`src/rtl/sfx_sequencer_if.sv`:
```
// sfx_sequencer_if
// Bundles the request side and the tone-generator side of the sound-effect
// scheduler.
//
// Ports / signals (N_REQ requesters, index 0 = highest priority):
//   req        [N_REQ]     one-cycle request pulses from game logic
//   req_base   [6*N_REQ]   first note code of each effect
//   req_len    [4*N_REQ]   step count of each effect (0 behaves as 1)
//   req_delta  [3*N_REQ]   signed per-step note increment (-4..+3)
//   mute                   forces note to 0 without disturbing sequencing
//   note       [6]         note code to the tone generator, 0 = silence
//   busy                   effect playing or in its trailing gap
//   active_id  [ID_W]      index of the effect currently loaded
//   grant      [N_REQ]     one-cycle pulse when an effect is loaded
//   done                   one-cycle pulse when an effect completes normally
//
// master: the side that issues requests and consumes the note stream.
// slave : the sequencer itself.
interface sfx_sequencer_if #(
    parameter int N_REQ = 4
);
    localparam int ID_W = (N_REQ > 1) ? $clog2(N_REQ) : 1;

    logic [N_REQ-1:0]   req;
    logic [6*N_REQ-1:0] req_base;
    logic [4*N_REQ-1:0] req_len;
    logic [3*N_REQ-1:0] req_delta;
    logic               mute;
    logic [5:0]         note;
    logic               busy;
    logic [ID_W-1:0]    active_id;
    logic [N_REQ-1:0]   grant;
    logic               done;

    modport master (
        output req, req_base, req_len, req_delta, mute,
        input  note, busy, active_id, grant, done
    );

    modport slave (
        input  req, req_base, req_len, req_delta, mute,
        output note, busy, active_id, grant, done
    );
endinterface

```
`src/rtl/sfx_sequencer.sv`:
```
// sfx_sequencer
// Schedules one-shot sound effects for the speaker tone generator. Requests
// from N_REQ sources are latched as pending, arbitrated by fixed priority
// (index 0 highest), and the winner is played as a stepped arpeggio of note
// codes. A strictly higher-priority request preempts a playing effect on the
// next tick. Each completed effect is followed by a one-tick silent gap.
//
// Ports:
//   clk    system clock
//   rst_n  asynchronous active-low reset
//   bus    sfx_sequencer_if.slave (requests in, note/status out)
//
// Parameters:
//   N_REQ       number of requesters
//   TICK_DIV    clk cycles per tick (>= 2)
//   STEP_TICKS  ticks per arpeggio step (>= 1)
module sfx_sequencer #(
    parameter int N_REQ      = 4,
    parameter int TICK_DIV   = 250000,
    parameter int STEP_TICKS = 25
) (
    input  logic           clk,
    input  logic           rst_n,
    sfx_sequencer_if.slave bus
);
    localparam int ID_W = (N_REQ > 1) ? $clog2(N_REQ) : 1;
    localparam int PW   = $clog2(TICK_DIV);
    localparam int SW   = (STEP_TICKS > 1) ? $clog2(STEP_TICKS) : 1;

    typedef enum logic [1:0] {
        S_IDLE = 2'd0,
        S_PLAY = 2'd1,
        S_GAP  = 2'd2
    } state_t;

    state_t state_q, state_d;

    logic [N_REQ-1:0]  pend_q;
    logic [PW-1:0]     presc_q;
    logic [SW-1:0]     step_cnt_q;
    logic [3:0]        steps_left_q;
    logic [5:0]        note_q;
    logic signed [2:0] delta_q;
    logic [ID_W-1:0]   active_id_q;
    logic [N_REQ-1:0]  grant_q;
    logic              done_q;

    // Arbitration results
    logic              any_pend;
    logic [ID_W-1:0]   win;
    logic [N_REQ-1:0]  win_oh;
    logic [5:0]        sel_base;
    logic [3:0]        sel_len;
    logic signed [2:0] sel_delta;
    logic              preempt;
    logic              tick;

    // Control decode
    logic              do_load;
    logic              do_step;
    logic              step_end;
    logic              last_step;
    logic [N_REQ-1:0]  load_oh;

    // Advance a note by a signed delta, saturating to 1..63. A note of 0 is
    // a rest and stays a rest for the whole effect.
    function automatic logic [5:0] note_step(input logic [5:0]        cur,
                                             input logic signed [2:0] d);
        logic signed [7:0] nx;
        nx = $signed({2'b00, cur}) + $signed({{5{d[2]}}, d});
        if (cur == 6'd0) begin
            return 6'd0;
        end
        if (nx < 8'sd1) begin
            return 6'd1;
        end
        if (nx > 8'sd63) begin
            return 6'd63;
        end
        return nx[5:0];
    endfunction

    // Lowest set pending index wins; its effect parameters are muxed out so
    // they can be captured at the load edge.
    always_comb begin
        any_pend  = |pend_q;
        win       = '0;
        win_oh    = '0;
        sel_base  = '0;
        sel_len   = '0;
        sel_delta = '0;
        for (int i = N_REQ - 1; i >= 0; i--) begin
            if (pend_q[i]) begin
                win       = ID_W'(i);
                win_oh    = N_REQ'(1) << i;
                sel_base  = bus.req_base[6*i +: 6];
                sel_len   = bus.req_len[4*i +: 4];
                sel_delta = bus.req_delta[3*i +: 3];
            end
        end
    end

    assign tick    = (presc_q == PW'(TICK_DIV - 1));
    assign preempt = any_pend && (win < active_id_q);

    // FSM state register
    always_ff @(posedge clk or negedge rst_n) begin
        if (!rst_n) begin
            state_q <= S_IDLE;
        end else begin
            state_q <= state_d;
        end
    end

    // FSM next-state logic
    always_comb begin
        state_d = state_q;
        unique case (state_q)
            S_IDLE:  if (do_load)   state_d = S_PLAY;
            S_PLAY:  if (last_step) state_d = S_GAP;
            S_GAP:   if (tick)      state_d = S_IDLE;
            default: state_d = S_IDLE;
        endcase
    end

    // FSM control outputs. In PLAY a tick is consumed either by a preempting
    // load or by step processing, never both.
    always_comb begin
        do_load = 1'b0;
        do_step = 1'b0;
        unique case (state_q)
            S_IDLE: do_load = any_pend;
            S_PLAY: begin
                if (tick) begin
                    if (preempt) begin
                        do_load = 1'b1;
                    end else begin
                        do_step = 1'b1;
                    end
                end
            end
            default: ;
        endcase
        step_end  = do_step && (step_cnt_q == SW'(STEP_TICKS - 1));
        last_step = step_end && (steps_left_q == 4'd1);
        load_oh   = do_load ? win_oh : '0;
    end

    // Datapath and pulse registers
    always_ff @(posedge clk or negedge rst_n) begin
        if (!rst_n) begin
            pend_q       <= '0;
            presc_q      <= '0;
            step_cnt_q   <= '0;
            steps_left_q <= '0;
            note_q       <= '0;
            delta_q      <= '0;
            active_id_q  <= '0;
            grant_q      <= '0;
            done_q       <= 1'b0;
        end else begin
            // A request arriving in the grant cycle re-arms the latch.
            pend_q  <= (pend_q & ~load_oh) | bus.req;
            grant_q <= load_oh;
            done_q  <= last_step;

            // Restarting the prescaler on load aligns step boundaries to
            // the load edge.
            if (do_load || tick) begin
                presc_q <= '0;
            end else begin
                presc_q <= presc_q + PW'(1);
            end

            if (do_load) begin
                active_id_q  <= win;
                steps_left_q <= (sel_len == 4'd0) ? 4'd1 : sel_len;
                step_cnt_q   <= '0;
                note_q       <= sel_base;
                delta_q      <= sel_delta;
            end else if (step_end) begin
                step_cnt_q <= '0;
                if (last_step) begin
                    note_q <= '0;
                end else begin
                    steps_left_q <= steps_left_q - 4'd1;
                    note_q       <= note_step(note_q, delta_q);
                end
            end else if (do_step) begin
                step_cnt_q <= step_cnt_q + SW'(1);
            end
        end
    end

    // Mute sits after the register so it acts within the same cycle and
    // leaves the sequencing state untouched.
    assign bus.note      = bus.mute ? 6'd0 : note_q;
    assign bus.busy      = (state_q != S_IDLE);
    assign bus.active_id = active_id_q;
    assign bus.grant     = grant_q;
    assign bus.done      = done_q;
endmodule

```
`src/flat_wrapper.sv`:
```
// flat-port wrapper written by rule: the top's interface ports become plain ports
module sfx_sequencer_flat 
#(
    parameter int N_REQ      = 4,
    parameter int TICK_DIV   = 250000,
    parameter int STEP_TICKS = 25
)
  (clk, rst_n, bus_req, bus_req_base, bus_req_len, bus_req_delta, bus_mute, bus_note, bus_busy, bus_active_id, bus_grant, bus_done);
  sfx_sequencer_if #(.N_REQ(N_REQ)) bus_i ();
  input  logic clk;
  input  logic rst_n;
  input wire logic [$bits(bus_i.req)-1:0] bus_req;
  input wire logic [$bits(bus_i.req_base)-1:0] bus_req_base;
  input wire logic [$bits(bus_i.req_len)-1:0] bus_req_len;
  input wire logic [$bits(bus_i.req_delta)-1:0] bus_req_delta;
  input wire logic [$bits(bus_i.mute)-1:0] bus_mute;
  output wire logic [$bits(bus_i.note)-1:0] bus_note;
  output wire logic [$bits(bus_i.busy)-1:0] bus_busy;
  output wire logic [$bits(bus_i.active_id)-1:0] bus_active_id;
  output wire logic [$bits(bus_i.grant)-1:0] bus_grant;
  output wire logic [$bits(bus_i.done)-1:0] bus_done;
  assign bus_i.req = bus_req;
  assign bus_i.req_base = bus_req_base;
  assign bus_i.req_len = bus_req_len;
  assign bus_i.req_delta = bus_req_delta;
  assign bus_i.mute = bus_mute;
  assign bus_note = bus_i.note;
  assign bus_busy = bus_i.busy;
  assign bus_active_id = bus_i.active_id;
  assign bus_grant = bus_i.grant;
  assign bus_done = bus_i.done;
  sfx_sequencer #(.N_REQ(N_REQ), .TICK_DIV(TICK_DIV), .STEP_TICKS(STEP_TICKS)) u_core (.clk(clk), .rst_n(rst_n), .bus(bus_i));
endmodule
```
`config.mk`:
```
export PLATFORM = sky130hd
export DESIGN_NAME = sfx_sequencer_flat
export DESIGN_NICKNAME = d
export VERILOG_FILES = /design/src/rtl/sfx_sequencer_if.sv /design/src/rtl/sfx_sequencer.sv /design/src/flat_wrapper.sv
export SDC_FILE = /design/constraint.sdc
export NUM_CORES = 1
export LEC_CHECK = 0
export BUFFER_PORTS_ARGS = -buffer_cell sky130_fd_sc_hd__buf_2
export CAP_MARGIN = 10
export CORE_MARGIN = 4
export CORE_UTILIZATION = 45
export DETAILED_ROUTE_END_ITERATION = 10
export PLACE_DENSITY = 0.68
export SLEW_MARGIN = 25
export SYNTH_ARGS = -nofsm -noshare
export SYNTH_HDL_FRONTEND = slang
export SYNTH_SLANG_ARGS = --single-unit
```
`constraint.sdc`:
```
create_clock -name clk -period 2.8 [get_ports clk]
set_clock_uncertainty 0.2 [all_clocks]
set_input_delay 0.42 -clock clk [delete_from_list [all_inputs] [get_ports clk]]
set_output_delay 0.42 -clock clk [all_outputs]
set_load 0.02 [all_outputs]
```
### Word-level counts from Yosys, hierarchy flattened

Index checks and enable logic that the tools add are counted.

| cells by class | value |
|---|---|
| $add $sub $neg | 4 |
| $lt $le $gt $ge | 3 |
| equality and inequality tests | 9 |
| multiplexer cells | 64 |
| bitwise gates (word level) | 3 |
| reductions and logical operators | 13 |

Operators by type and width:

| operator | number |
|---|---|
| 6-bit two-way mux | 14 |
| 4-bit two-way mux | 13 |
| 1-bit two-way mux | 20 |
| 18-bit by 1-bit adder with 18-bit output, second input constant | 1 |
| 18-bit == test, second input constant | 1 |
| 18-bit two-way mux | 1 |
| 5-bit two-way mux | 3 |
| 2-bit two-way mux | 7 |
| 3-bit two-way mux | 4 |
| 7-bit by 3-bit adder with 8-bit output | 1 |
| 8-bit by 7-bit > comparator with 1-bit output, second input constant | 1 |
| 8-bit by 2-bit less-than comparator with 1-bit output, second input constant | 1 |
| 2-bit by 1-bit != test with 1-bit output, second input constant | 4 |
| 6-bit logical NOT | 1 |
| 2-bit one-hot mux with 3 select lines | 1 |
| 5-bit by 1-bit adder with 5-bit output, second input constant | 1 |
| 5-bit == test, second input constant | 1 |
| 4-bit bitwise AND | 1 |
| 4-bit by 1-bit == test with 1-bit output, second input constant | 1 |
| 4-bit logical NOT | 1 |
| 4-bit inverter | 1 |
| 4-bit bitwise OR | 1 |
| 2-bit nonzero test | 2 |
| 4-bit OR reduction | 1 |
| 11 further kinds | 13 |

| storage, ports and cells | value |
|---|---|
| flip-flop bits (word level) | 49 |
| output and inout port bits | 14 |
| word-level logic and storage cells | 106 |

### Logic depth before layout (Yosys ltp)

Gate-level depths: netlist of the first run.

| logic depth | value |
|---|---|
| word-level depth | 29 |
| mapped depth | 10 |

### Worst setup path after synthesis of the first run

No wires, ideal clock.

| path | value |
|---|---|
| kind | reg-to-reg |
| start point | reg u_core.note_q[0] |
| end point | reg u_core.note_q[4] |
| library setup time | 0.064 ns |
| arrival time | 2.197 ns |
| path slack | 0.339 ns |
| cell stages (with the launch flop) | 10 |
| period minus slack after synthesis | 2.461 ns |
| cell sequence | dfrtp_1 ha_1 inv_1 fa_1 nor2b_1 o211ai_1 a21oi_1 o21ai_0 a2111oi_4 a21o_1 |

| between the ends | value |
|---|---|
| longest elaborated chain between the ends | 14 |

Ends and longest elaborated chain:

| element | RTL line | text |
|---|---|---|
| from (decl) | sfx_sequencer.sv:42 | `logic [5:0] note_q;` |
| from (signal assigned) | sfx_sequencer.sv:179 | `note_q <= sel_base;` |
| from (signal assigned) | sfx_sequencer.sv:187 | `note_q <= note_step(note_q, delta_q);` |
| 7-bit by 3-bit adder with 8-bit output | sfx_sequencer.sv:70 | `nx = $signed({2'b00, cur}) + $signed({{5{d[2]}}, d});` |
| 8-bit by 7-bit > comparator with 1-bit output | sfx_sequencer.sv:77 | `if (nx > 8'sd63) begin` |
| 1-bit two-way mux (2 in a row) | sfx_sequencer.sv:77 |  |
| 1-bit two-way mux | sfx_sequencer.sv:74 | `if (nx < 8'sd1) begin` |
| 1-bit two-way mux | sfx_sequencer.sv:183 | `if (last_step) begin` |
| 1-bit two-way mux | sfx_sequencer.sv:181 | `end else if (step_end) begin` |
| 1-bit two-way mux | sfx_sequencer.sv:175 | `if (do_load) begin` |
| 6-bit two-way mux | sfx_sequencer.sv:80 | `return nx[5:0];` |
| 6-bit two-way mux | sfx_sequencer.sv:77 |  |
| 6-bit two-way mux (*) | sfx_sequencer.sv:74 |  |
| 6-bit two-way mux (*) | sfx_sequencer.sv:183 |  |
| 6-bit two-way mux (*) | sfx_sequencer.sv:181 |  |
| 6-bit two-way mux (*) | sfx_sequencer.sv:175 |  |

Every way passes the cells marked *; elsewhere a longest branch is shown, timed or not. The select of a mux whose other input is x is not followed.
A chain may end at the register's enable or synchronous reset.

### Worst setup path after layout of the first run

| path | value |
|---|---|
| start point | reg u_core.delta_q[2] |
| end point | reg u_core.note_q[4] |

| between the ends | value |
|---|---|
| longest elaborated chain between the ends | 14 |

Ends and longest elaborated chain:

| element | RTL line | text |
|---|---|---|
| from (decl) | sfx_sequencer.sv:43 | `logic signed [2:0] delta_q;` |
| from (signal assigned) | sfx_sequencer.sv:180 | `delta_q <= sel_delta;` |
| 7-bit by 3-bit adder with 8-bit output (*) | sfx_sequencer.sv:70 |  |
| 8-bit by 7-bit > comparator with 1-bit output | sfx_sequencer.sv:77 |  |
| 1-bit two-way mux (2 in a row) | sfx_sequencer.sv:77 |  |
| 1-bit two-way mux | sfx_sequencer.sv:74 |  |
| 1-bit two-way mux | sfx_sequencer.sv:183 |  |
| 1-bit two-way mux | sfx_sequencer.sv:181 |  |
| 1-bit two-way mux | sfx_sequencer.sv:175 |  |
| 6-bit two-way mux | sfx_sequencer.sv:80 |  |
| 6-bit two-way mux (*) | sfx_sequencer.sv:77 |  |
| 6-bit two-way mux (*) | sfx_sequencer.sv:74 |  |
| 6-bit two-way mux (*) | sfx_sequencer.sv:183 |  |
| 6-bit two-way mux (*) | sfx_sequencer.sv:181 |  |
| 6-bit two-way mux (*) | sfx_sequencer.sv:175 |  |

Marks and branches as above.

==> flow_summary.toml, run 1 <==
[detailed_routing]
postRouteAntennaNets = 0
detail_route.first_pass.iterations = 4
avgViaCountPerCell = 5.58
wl_microns = 8000
drc = 0
wl_per_cell_microns = 15.4
vias = 2903
drt_iter0_drc = 186

[pwr]
seqPwrFrac_pct = 47.9
peakVddDrop_mv = 0.264
finalPower_mw = 1.54
p_int_mw = 1.14
p_leak_nw = 1.78
switching_share_pct = 26.1
power.switching_mw = 0.403
clkPwrFrac_pct = 34.8
p_comb_share_pct = 17.4
pwr_density_cell_nw_per_um2 = 402

[final_layout]
drive_gt1_share_pct = 25.5
syn2layout_area_growth_pct = 19.9
instances_no_fill = 520
layout.nets = 496
diodes = 0

[floorplanning]
io-pin-count = 73
rows = 30
core_area_sq_um = 6830
die_w_microns = 92.2
die_area_sq_um = 8510
die_h_microns = 92.2
start_util_pct = 46.7

[synth]
ys_warn_count = 0
synth_area_leader_cell = "dfrtp_1"
syn_area_sq_um = 3190
synth_nets = 420
synthFlopType = "dfrtp_1"
synthCells = 347
async_flop_share_pct = 100
synth.top_cell.area_share_pct = 38.4
synth_edf_count = 0
synth_cell_type_count = 59
yosysSeqAreaShare_pct = 38.4
synth_area_per_cell_sq_um = 9.20
synth-seq-cells = 49
yosys-top-cells-area = "dfrtp_1, ha_1, a22oi_1"

[sta]
hold_slack_ns = 0.0904
finalSetupTns_ns = 0
relSlewSlack_pct = 53.9
final_hold_viol_count = 0
fmaxAchievable_mhz = 373
slew_viol_final = 0
period_share_pct = 95.7
fin_crit_ns = 2.68
rsz0062_at_grt = "no"
setup_ws_ns = 0.121
setup_viol = 0
tightestPinTransition_ns = 0.692

[outcome]
status = "complete, no violations"

[grt]
grt_pass1_wl_microns = 13600
grt_use_total_pct = 19.6
grt_antenna_before_repair = 0
overflow = 0
grt_pass1_vias = 2873
grt_max_degree = 34

[critical_path]
crit_family = "compound AO/OA/AOI/OAI gates"
path_buf_inv = 0
endpoint_kind = "flip-flop"
max_stage_delay_ns = 0.45
worstSetupPathType = "reg -> reg"
worstPathMaxFanout = 7
critPathArrivalTime_ns = 2.73
path_cells = "ha_1, a21oi_1, nand2_1, or3_1, and4bb_1, a2111oi_4, a21o_1"
required_ns = 2.85
critical_path.startpoint_type = "flip-flop"
cpMaxStageDelayCell = "a2111oi_4"

[cts]
clk_pin_slew_worst_paths_ns = 0.09
clk_latency_ns = 0.31
cts-buffers-inserted = 5
cts_max_level = 2
clockBufferDepth = 2
cts.sinks = 49
cts_tree = "done"
clockRootBuffer = "clkbuf_8"

[place]
dp_hpwl_microns = 6100
place.port_buffers = 72
dp_cells = 510
dpl_worst_slack_ns = 0.0554
place_congestion = 0.923

[flow_run]
maxCapViolCount = 0

[worst_hold_path]
hold_class = "in -> reg"
[flip-flops by register name (all words and copies together), names as in the netlist]
signal                cells
u_core.bus.active_id      2
u_core.steps_left_q       4
u_core.delta_q            3
u_core.bus.grant          4
u_core.state_q            2
u_core.step_cnt_q         5
u_core.presc_q           18
u_core.note_q             6
u_core.bus.done           1
u_core.pend_q             4
[power groups by stage]
stage | Sequential, mW | Clock, mW | Combinational (mW)
2_1_floorplan | 0.748 | 0 | 0.154
3_3_place_gp | 0.751 | 0 | 0.250
3_5_place_dp | 0.751 | 0 | 0.255
4_1_cts | 0.737 | 0.547 | 0.258
5_1_grt | 0.739 | 0.584 | 0.300
6_report | 0.737 | 0.535 | 0.268
[worst reg2reg max path: cells and delay by family, from the launching register on]
| family | cells | cell delay (ns) |
|---|---|---|
| and+or+nand+nor | 3 | 0.76 |
| adders and majority gates | 1 | 0.41 |
| DFF | 1 | 0.43 |
| AOI/OAI and AO/OA | 3 | 0.83 |
[through the flow]
stage,util [%],area [sq um]
6_report,56.1,3830
5_1_grt,56.1,3830
4_1_cts,55.7,3810
3_5_place_dp,53.8,3680
3_3_place_gp,53.8,3670
2_1_floorplan,-,3190
[synth_stat cells (6+ instances only)]
cell type	number
xor2_1	13
or3_1	7
inv_1	17
a221oi_1	7
dfrtp_1	49
nand4_1	10
a21oi_1	11
ha_1	13
o21ai_0	22
clkbuf_1	7
nand2_1	18
nor2_1	34
xnor2_1	10
nor3_1	6
a21o_1	10
a22oi_1	17
nor2b_1	11
nand3_1	11
[path summary, 6_finish.rpt]
path | startpoint | endpoint | slack [ns] | cells past startpoint
min in group asynchronous | rst_n | u_core.presc_q[12] | 0.47 | 2
worst max-delay path | u_core.delta_q[2] | u_core.note_q[4] | 0.12 | 7
worst min-delay path | bus_req[3] | u_core.pend_q[3] | 0.09 | 2
worst max register to register | u_core.delta_q[2] | u_core.note_q[4] | 0.12 | 7
worst min register to register | u_core.presc_q[0] | u_core.presc_q[0] | 0.26 | 1
max in group asynchronous | rst_n | u_core.note_q[0] | 1.31 | 3
[final cells by class]
cell class / instances / area, sq um
clock buffers: 6 / 82.6
clock inverters: 2 / 37.5
fillers: 625 / 3000
inverters: 17 / 63.8
multi-input cells: 268 / 1860
flip-flops and latches: 49 / 1230
well taps: 96 / 120
repair buffers: 82 / 438
[cell usage in the layout, fill, tap and decap left out, types with 2 or more instances in the layout]
| cell type | count |
|---|---|
| buf_2 | 72 |
| dfrtp_1 | 49 |
| nor2_1 | 34 |
| o21ai_0 | 21 |
| nand2_1 | 18 |
| inv_1 | 17 |
| a22oi_1 | 17 |
| xor2_1 | 13 |
| ha_1 | 13 |
| nor2b_1 | 11 |
| nand3_1 | 11 |
| nand4_1 | 10 |
| a21o_1 | 10 |
| xnor2_1 | 10 |
| a21oi_1 | 10 |
| buf_4 | 9 |
| or3_1 | 7 |
| a221oi_1 | 7 |
| nor3_1 | 6 |
| clkbuf_8 | 6 |
| and3_1 | 4 |
| or2_2 | 4 |
| o21a_1 | 4 |
| and2_1 | 4 |
| and4_1 | 4 |
| o31ai_1 | 4 |
| nor4_1 | 3 |
| a22o_1 | 3 |
| o22ai_1 | 3 |
| nand2b_1 | 2 |
| nor3b_1 | 2 |
| o21ai_1 | 2 |
| o211ai_1 | 2 |
| a21boi_0 | 2 |
| a311oi_2 | 2 |
| mux2i_1 | 2 |
[kinds of logic after synthesis]
family / Yosys count / share of synthesized area (%)
flops: 49 / 38.4
compound gates: 98 / 21.9
buf+inv: 30 / 3.92
xor+xnor: 23 / 6.31
mux: 2 / 0.627
simple gates: 131 / 23.1
fa+ha+maj: 14 / 5.72
[repair_timing]
action / in CTS / in global routing
buffers inserted: 0 / 1
hold buffers: 1 / 0
hold endpoints to repair: 28 / 0
resized for setup: 0 / 4
endpoints found under the setup margin: 0 / 6
[metal layers]
metal  track usage (%)  vias to the layer above  share of wire, %  wire length [microns]
li1                  -                     1418                 -                      -
met5                 0                        -                 0                      0
met4              5.82                        0               1.9                    151
met3              3.12                       15               3.2                    260
met1              25.3                     1409                45                   3580
met2              33.6                       61                50                   4010
No activity file was read; power rests on OpenSTA's default activity.
==> run 2, diff against run 1 <==
--- a/config.mk
+++ b/config.mk
@@ -5,12 +5,11 @@
 export SDC_FILE = /design/constraint.sdc
 export NUM_CORES = 1
 export LEC_CHECK = 0
-export BUFFER_PORTS_ARGS = -buffer_cell sky130_fd_sc_hd__buf_2
 export CAP_MARGIN = 10
 export CORE_MARGIN = 4
 export CORE_UTILIZATION = 45
 export DETAILED_ROUTE_END_ITERATION = 10
-export PLACE_DENSITY = 0.68
+export DONT_BUFFER_PORTS = 1
 export SLEW_MARGIN = 25
 export SYNTH_ARGS = -nofsm -noshare
 export SYNTH_HDL_FRONTEND = slang
==> flow_summary.toml, run 2 (same netlist as run 1, synthesis figures left out) <==
[outcome]
status = "complete, no violations"

[worst_hold_path]
hp-start = "bus_req[3]"
holdPathEnd = "u_core.pend_q[3]"
min_path_cells = 1
hold_class = "in -> reg"

[place]
place.port_buffers = 0
dp_hpwl_microns = 5580
place_congestion = 0.830

[final_layout]
reg_top3 = "u_core.presc_q: 18 flops, u_core.note_q: 6 flops, u_core.step_cnt_q: 5 flops"
largest_register_ffs = 18
layout_commonest_cell = "dfrtp_1"
final_cell_mix = "dfrtp_1, nor2_1, o21ai_0, nand2_1"
top_register = "u_core.presc_q"
layout.nets = 425
diodes = 0
fill_cells = 662
drive_gt1_share_pct = 10.2
syn2layout_area_growth_pct = 8.42

[cts]
cts_max_level = 2
cts-buffers-inserted = 5
clockBufferDepth = 2
clk_latency_ns = 0.30
cts_tree = "done"
clk_pin_slew_worst_paths_ns = 0.09
clockRootBuffer = "clkbuf_8"
cts.sinks = 49

[critical_path]
required_ns = 2.84
worstSetupPathType = "reg -> reg"
r2r_slack_ns = 0.11
timing.rr.start = "u_core.delta_q[2]"
worstRegToRegCells = 7
critical_path.startpoint_type = "flip-flop"
worstPathMaxFanout = 7
crit_start = "u_core.delta_q[2]"
r2r_end = "u_core.note_q[2]"
crit_family = "compound AO/OA/AOI/OAI gates"
endpoint_kind = "flip-flop"
path_buf_inv = 0
critPathArrivalTime_ns = 2.73
cpMaxStageDelayCell = "dfrtp_1"
path_cells = "ha_1, a21oi_1, nand2_1, or3_1, and4bb_2, a2111oi_4, a21o_1"
max_stage_delay_ns = 0.45

[grt]
use_met1_pct = 26.7
grt_use_total_pct = 18.3
overflow = 0
busiest_layer = "met2"
grt_use_met2_pct = 27.5
grt_pass1_vias = 2586
grt_pass1_wl_microns = 12700
use_met3_pct = 3.86
grt_max_degree = 50
grt_antenna_before_repair = 0

[sta]
setup_viol = 0
relSlewSlack_pct = 58.6
final_hold_viol_count = 0
tightestPinTransition_ns = 0.616
period_share_pct = 96.2
fin_crit_ns = 2.69
slew_viol_final = 0
finalSetupTns_ns = 0
fmaxAchievable_mhz = 371

[flow_run]
maxCapViolCount = 0

[floorplanning]
core_area_sq_um = 6830
io-pin-count = 73
rows = 30
die_area_sq_um = 8510
die_w_microns = 92.2
die_h_microns = 92.2
start_util_pct = 46.7

[pwr]
finalPower_mw = 1.37
pwr_density_cell_nw_per_um2 = 394
peakVddDrop_mv = 0.198
p_leak_nw = 1.48

[detailed_routing]
detail_route.first_pass.iterations = 4
postRouteAntennaNets = 0
drt_iter0_drc = 139
vias = 2569
wl_per_cell_microns = 16.6
avgViaCountPerCell = 5.72
wl_microns = 7470
drc = 0
-- run 2: cell type report --
cell class | count | area (sq um) | share of cell area (%)
Clock inverter | 2 | 10.0 | 0.289
Timing Repair Buffer | 11 | 105 | 3.04
Tap cell | 96 | 120 | 3.47
Sequential cell | 49 | 1230 | 35.4
Clock buffer | 6 | 72.6 | 2.10
Multi-Input combinational cell | 268 | 1860 | 53.8
Inverter | 17 | 63.8 | 1.84
-- run 2: metrics by stage --
stage	cell area, sq um	setup WS [ns]	utilization [%]	hold slack (ns)	cells
after global routing	3460	-0.00353	50.7	0.0120	449
after floorplan	3190	0.339	-	-0.0756	347
after global placement	3310	0.162	48.5	-0.0733	438
after CTS	3430	0.0495	50.2	0.00677	448
after detailed placement	3310	0.0793	48.5	-0.0734	438
final	3460	0.106	50.7	0.0122	449
-- run 2: what timing repair did --
item	in CTS	in global routing
hold buffers	2	0
endpoints found under the setup margin	0	6
hold endpoints to repair	49	0
gates resized for setup	0	5
buffers inserted	0	1
-- run 2: where the power goes --
group	total [mW]	switching (mW)	internal, mW
logic	0.222	0.126	0.0959
clock network	0.404	0.230	0.174
registers	0.740	0.0172	0.722
total	1.37	0.374	0.992
-- run 2: metal layers --
metal,up-vias,wire [microns]
li1,1280,-
met1,1222,3730
met2,55,3270
met3,12,345
met4,0,124
met5,-,0
-- run 2: how the worst max path moves through the flow --
stage | slack, ns | cells after the start | to
6_report | 0.11 | 7 | u_core.note_q[2]
4_1_cts | 0.05 | 9 | u_core.note_q[4]
2_1_floorplan | 0.34 | 9 | u_core.note_q[4]
3_5_place_dp | 0.08 | 9 | u_core.note_q[4]
3_3_place_gp | 0.16 | 7 | u_core.note_q[0]
5_1_grt | -0.004 | 9 | u_core.note_q[1]
